===== src/rtl/arb_4x1_rr.sv =====
// arb_4x1_rr: round-robin arbiter and sequencer for a shared 4:1 select path.
// Grants one of four requesters at a time and moves its words into a
// registered output stage under a valid/ready handshake.
//
// Parameters:
//   DW         data word width per requester
//   MAX_BURST  beats per grant before forced release (1..255)
//
// Optional feature macro: ARB_4X1_BURST_LIMIT_EN
//   defined     a grant is also released once MAX_BURST beats have moved
//   undefined   a grant is held until the last beat or a request drop
//
// Ports:
//   clk         clock, all state on the rising edge
//   rst_n       asynchronous active-low reset
//   req[k]      requester k has a word on its din slice
//   last[k]     current word of requester k ends its packet
//   din         requester k data at din[k*DW +: DW]
//   gnt         one-hot registered grant
//   sel         registered binary index of the granted requester
//   dout        registered output word
//   dout_valid  dout holds a word not yet taken
//   dout_ready  consumer takes dout this cycle when dout_valid=1
module arb_4x1_rr #(
    parameter int DW        = 8,
    parameter int MAX_BURST = 4
) (
    input  logic          clk,
    input  logic          rst_n,
    input  logic [3:0]    req,
    input  logic [3:0]    last,
    input  logic [4*DW-1:0] din,
    output logic [3:0]    gnt,
    output logic [1:0]    sel,
    output logic [DW-1:0] dout,
    output logic          dout_valid,
    input  logic          dout_ready
);

`ifdef ARB_4X1_BURST_LIMIT_EN
    localparam bit LIMIT_EN = 1'b1;
`else
    localparam bit LIMIT_EN = 1'b0;
`endif

    localparam logic [7:0] MAX_B = 8'(MAX_BURST);

    typedef enum logic {
        IDLE = 1'b0,
        BUSY = 1'b1
    } state_t;

    state_t        state;
    state_t        state_nxt;
    logic [1:0]    ptr;
    logic [1:0]    ptr_nxt;
    logic [1:0]    g;
    logic [1:0]    g_nxt;
    logic [7:0]    beat_cnt;
    logic [7:0]    beat_cnt_nxt;
    logic [3:0]    gnt_nxt;
    logic [1:0]    sel_nxt;
    logic [DW-1:0] dout_nxt;
    logic          dout_valid_nxt;

    // Handshake terms; accept and beat are what a requester sees as "taken".
    logic          accept;
    logic          beat;
    logic          req_g;
    logic          last_g;
    logic [DW-1:0] din_g;

    // Round-robin pick.
    logic [7:0]    req2;
    logic [3:0]    rot;
    logic [1:0]    off;
    logic [1:0]    pick;
    logic [3:0]    pick_oh;

    // Burst accounting.
    logic [7:0]    cnt_inc;
    logic          limit_hit;

    // Steer the granted requester's slice; this is the shared 4:1 select.
    always_comb begin
        req_g  = 1'b0;
        last_g = 1'b0;
        din_g  = '0;
        for (int k = 0; k < 4; k++) begin
            if (g == 2'(k)) begin
                req_g  = req[k];
                last_g = last[k];
                din_g  = din[k*DW +: DW];
            end
        end
    end

    assign accept = ~dout_valid | dout_ready;
    assign beat   = (state == BUSY) & req_g & accept;

    // Rotate so bit 0 is the requester at ptr, then take the first set bit.
    assign req2 = {req, req};
    assign rot  = req2[ptr +: 4];

    always_comb begin
        off = 2'd0;
        priority case (1'b1)
            rot[0]:  off = 2'd0;
            rot[1]:  off = 2'd1;
            rot[2]:  off = 2'd2;
            rot[3]:  off = 2'd3;
            default: off = 2'd0;
        endcase
    end

    assign pick    = ptr + off;
    assign pick_oh = 4'b0001 << pick;

    // Counter saturates so long packets never wrap it.
    assign cnt_inc   = (beat_cnt == 8'hFF) ? beat_cnt : beat_cnt + 8'd1;
    assign limit_hit = LIMIT_EN && (cnt_inc == MAX_B);

    always_comb begin
        state_nxt      = state;
        ptr_nxt        = ptr;
        g_nxt          = g;
        beat_cnt_nxt   = beat_cnt;
        gnt_nxt        = gnt;
        sel_nxt        = sel;
        dout_nxt       = dout;
        dout_valid_nxt = dout_valid;

        // Word taken by the consumer; a same-cycle beat below overrides.
        if (dout_valid && dout_ready) begin
            dout_valid_nxt = 1'b0;
        end

        unique case (state)
            IDLE: begin
                if (|req) begin
                    state_nxt    = BUSY;
                    g_nxt        = pick;
                    sel_nxt      = pick;
                    gnt_nxt      = pick_oh;
                    beat_cnt_nxt = 8'd0;
                end
            end
            BUSY: begin
                if (!req_g) begin
                    // Requester abandoned its packet: release, no beat.
                    state_nxt = IDLE;
                    gnt_nxt   = 4'b0000;
                    ptr_nxt   = g + 2'd1;
                end else if (accept) begin
                    dout_nxt       = din_g;
                    dout_valid_nxt = 1'b1;
                    beat_cnt_nxt   = cnt_inc;
                    if (last_g || limit_hit) begin
                        state_nxt = IDLE;
                        gnt_nxt   = 4'b0000;
                        ptr_nxt   = g + 2'd1;
                    end
                end
            end
            default: begin
                state_nxt = IDLE;
                gnt_nxt   = 4'b0000;
            end
        endcase
    end

    always_ff @(posedge clk or negedge rst_n) begin
        if (!rst_n) begin
            state      <= IDLE;
            ptr        <= 2'd0;
            g          <= 2'd0;
            beat_cnt   <= 8'd0;
            gnt        <= 4'b0000;
            sel        <= 2'd0;
            dout       <= '0;
            dout_valid <= 1'b0;
        end else begin
            state      <= state_nxt;
            ptr        <= ptr_nxt;
            g          <= g_nxt;
            beat_cnt   <= beat_cnt_nxt;
            gnt        <= gnt_nxt;
            sel        <= sel_nxt;
            dout       <= dout_nxt;
            dout_valid <= dout_valid_nxt;
        end
    end

endmodule


===== config.mk =====
export PLATFORM = sky130hd
export DESIGN_NAME = arb_4x1_rr
export DESIGN_NICKNAME = d
export VERILOG_FILES = /design/src/rtl/arb_4x1_rr.sv
export SDC_FILE = /design/constraint.sdc
export NUM_CORES = 1
export LEC_CHECK = 0
export ABC_AREA = 1
export BUFFER_PORTS_ARGS = -buffer_cell sky130_fd_sc_hd__buf_2
export CAP_MARGIN = 30
export CORE_ASPECT_RATIO = 0.8
export CORE_MARGIN = 2
export CORE_UTILIZATION = 32
export DETAILED_ROUTE_END_ITERATION = 10
export PLACE_DENSITY = 0.64
export SKIP_CTS_REPAIR_TIMING = 1
export SYNTH_ARGS = -nofsm -noshare
export SYNTH_HDL_FRONTEND = slang
export SYNTH_SLANG_ARGS = --single-unit

===== constraint.sdc =====
create_clock -name clk -period 1.7 [get_ports clk]
set_clock_uncertainty 0.05 [all_clocks]
set_input_delay 0.17 -clock clk [delete_from_list [all_inputs] [get_ports clk]]
set_output_delay 0.17 -clock clk [all_outputs]
set_load 0.005 [all_outputs]

==> run_results.csv <==
group,metric,value,unit
synth,ys_seq_elements,18,
floorplan,ios,58,
final_layout,drive_above_1_share,0.458,
pwr,peakVddDrop,0.000873,V
synth,synth_edf_count,0,
sta,fmax,587,MHz
routing,wl_per_cell,12.1,um
sta,hold_viol,0,
clocking,htreeDepth,1,
clocking,cts_root_buffer,"clkbuf_8",
synth,synth_area_per_cell,7.01,um2
synth,synth_ff_type,"dfrtp_1",
grt,antenna_found_initial,0,
grt,grt.total_usage,0.160,
floorplan,start_util,0.340,
grt,grt_max_degree,19,
routing,dr.first_iter.drc_count,83,
grt,grt_first_pass_wirelength,5680,um
routing,drc_errors,0,
placed_design,routabilityCongestion,0.795,
final_layout,antenna_cells,0,
worst_setup_path,crit_arrival,1.79,ns
routing,vias_per_cell,4.73,
synth,yosys.area.top_type,"dfrtp_1",
final_layout,syn_to_final_growth,47.9,%
sta,tightest_slew,0.402,ns
synth,yosysSeqAreaShare,0.344,
grt,grt_overflow,0,
placed_design,portBuffers,57,
placed_design,placed_cell_area,1720,um2
clocking,cts-buffers-inserted,3,
sta,layout_setup_ws,-0.00394,ns
synth,yosys-top-cells-area,"dfrtp_1 (34%), nand2_1 (19%), nand3_1 (9.5%)",
sta,setup_violations,1,
clocking,cts_tree,"done",
final_layout,nFillCells,416,
routing,vias,1490,
floorplan,coreArea,3850,um2
synth,synth_cells,187,
floorplan,row_count,20,
sta,rsz0062_at_grt,"yes",
sta,drv_slew,0,
final_layout,utilization,0.503,
synth,yosysTopAreaCellShare,0.344,
worst_setup_path,path_max_fanout,6,
run,drv_cap,0,
synth,synth_nets,235,
final_layout,stdcell_area,1940,um2
sta,period_minus_slack,1.70,ns
grt,grt_pass1_vias,1309,
hold_path,worstHoldPathType,"in2reg",
run_status,status,"complete, but fails checks",
sta,slew_headroom,0.732,
worst_setup_path,start_kind,"flop",
pwr,p_per_area,1930,nW/um2
synth,async_flop_share,1.00,
pwr,p_leak,1.05,nW
worst_setup_path,worstSetupEndpointType,"flop",
worst_setup_path,crit_required,1.79,ns
worst_setup_path,path_class,"reg2reg",
routing,firstDrtPassIters,4,
synth,yosysUniqueCellTypes,26,
floorplan,die_w,75.6,um
clocking,cts.clk_slew.worst_paths,0.07,ns
routing,ant_nets,0,
placed_design,dpl.hpwl,2920,um
floorplan,die_h,61.3,um
clocking,clock_path_buffers,2,
final_layout,finalNetCount,309,
run_status,violations,"setup timing",
sta,hold_slack,0.107,ns
routing,wirelength,3820,um
synth,synth_area,1310,um2
clocking,clkLatencyLatePin,0.25,ns
floorplan,fp.dieArea,4630,um2
sta,min_period_over_period,1.00,
clocking,cts.sinks,18,
synth,yosysWarnings,0,
layout make-up:
type | instances | area [um2] | share of cell area
tap | 55 | 68.8 | 0.0355
sequential | 18 | 453 | 0.234
clock buffer | 4 | 55.1 | 0.0284
inverter | 15 | 61.3 | 0.0316
timing repair buffer | 72 | 400 | 0.206
multi-input combinational | 151 | 901 | 0.465
power breakdown:
| group | switching (mW) | internal (mW) |
|---|---|---|
| Clock | 0.142 | 0.206 |
| Sequential | 0.171 | 0.631 |
| Combinational | 1.51 | 1.09 |
| Total | 1.82 | 1.93 |
path summary, 6_finish.rpt:
kind	cells past startpoint	slack, ns	startpoint	endpoint
worst max-delay path	11	-0.004	ptr[0]	gnt[1]
min in group asynchronous	2	0.32	rst_n	dout[1]
max in group asynchronous	2	0.97	rst_n	ptr[0]
worst min-delay path	3	0.11	din[31]	dout[7]
worst max register to register	11	-0.004	ptr[0]	gnt[1]
worst min register to register	2	0.46	dout[2]	dout[2]
placed cells by master, fill, tap and decap left out, types with 8 or more instances in the layout:
cell type	n
a21oi_1	9
buf_2	57
buf_4	14
dfrtp_1	16
inv_1	8
nand2_1	56
nand2_2	11
nand3_1	17
nand3_2	9
o211ai_1	8
o21ai_0	19
per-stage QoR:
stage / power [mW] / setup WS [ns] / instances / setup TNS (ns)
after detailed placement: 2.96 / -0.0484 / 305 / -0.125
after floorplan: 2.26 / 0.0753 / 187 / 0
final: 3.75 / -0.00394 / 315 / -0.00394
after global placement: 2.96 / -0.0262 / 305 / -0.0490
after CTS: 3.33 / -0.0889 / 309 / -0.299
after global routing: 4.13 / -0.107 / 315 / -0.988
synth_stat cells, types with 2 or more instances:
master    instances
a21oi_1          10
buf_2             2
dfrtp_1          18
ha_1              5
inv_1            14
nand2_1          67
nand3_1          25
nor2_1            2
nor2_4            2
o211ai_1          8
o21ai_0          19
registers in the layout, indices dropped and copies added, names as in the netlist:
signal	cells
state	1
gnt	4
g	2
dout	8
ptr	2
dout_valid	1
logic make-up after synthesis:
family,count (synthesis),share of synthesized area
DFF,18,0.344
buffers and inverters,19,0.0620
AOI/OAI and AO/OA,42,0.185
adders and majority gates,5,0.0477
and+or+nand+nor,103,0.362
per-layer routing:
metal / wire, um / share of wire / track usage / vias up
li1: - / - / - / 777
met1: 1940 / 0.51 / 0.238 / 669
met2: 1640 / 0.43 / 0.243 / 42
met3: 221 / 0.058 / 0.0327 / 2
met4: 19 / 0.0050 / 0.0301 / 0
met5: 0 / 0 / 0 / -
critical path: stages (launching register included):
cell and delay [ns]:
dfrtp_2 0.47, inv_4 0.11, nand2_2 0.06, nand3_1 0.08, nand2_2 0.07, nand3_2 0.06
a21boi_2 0.05, ha_1 0.32, nand2_1 0.09, inv_1 0.06, nand3_1 0.09, nand2_1 0.05
Note: power is estimated with default switching activity, not from simulation.
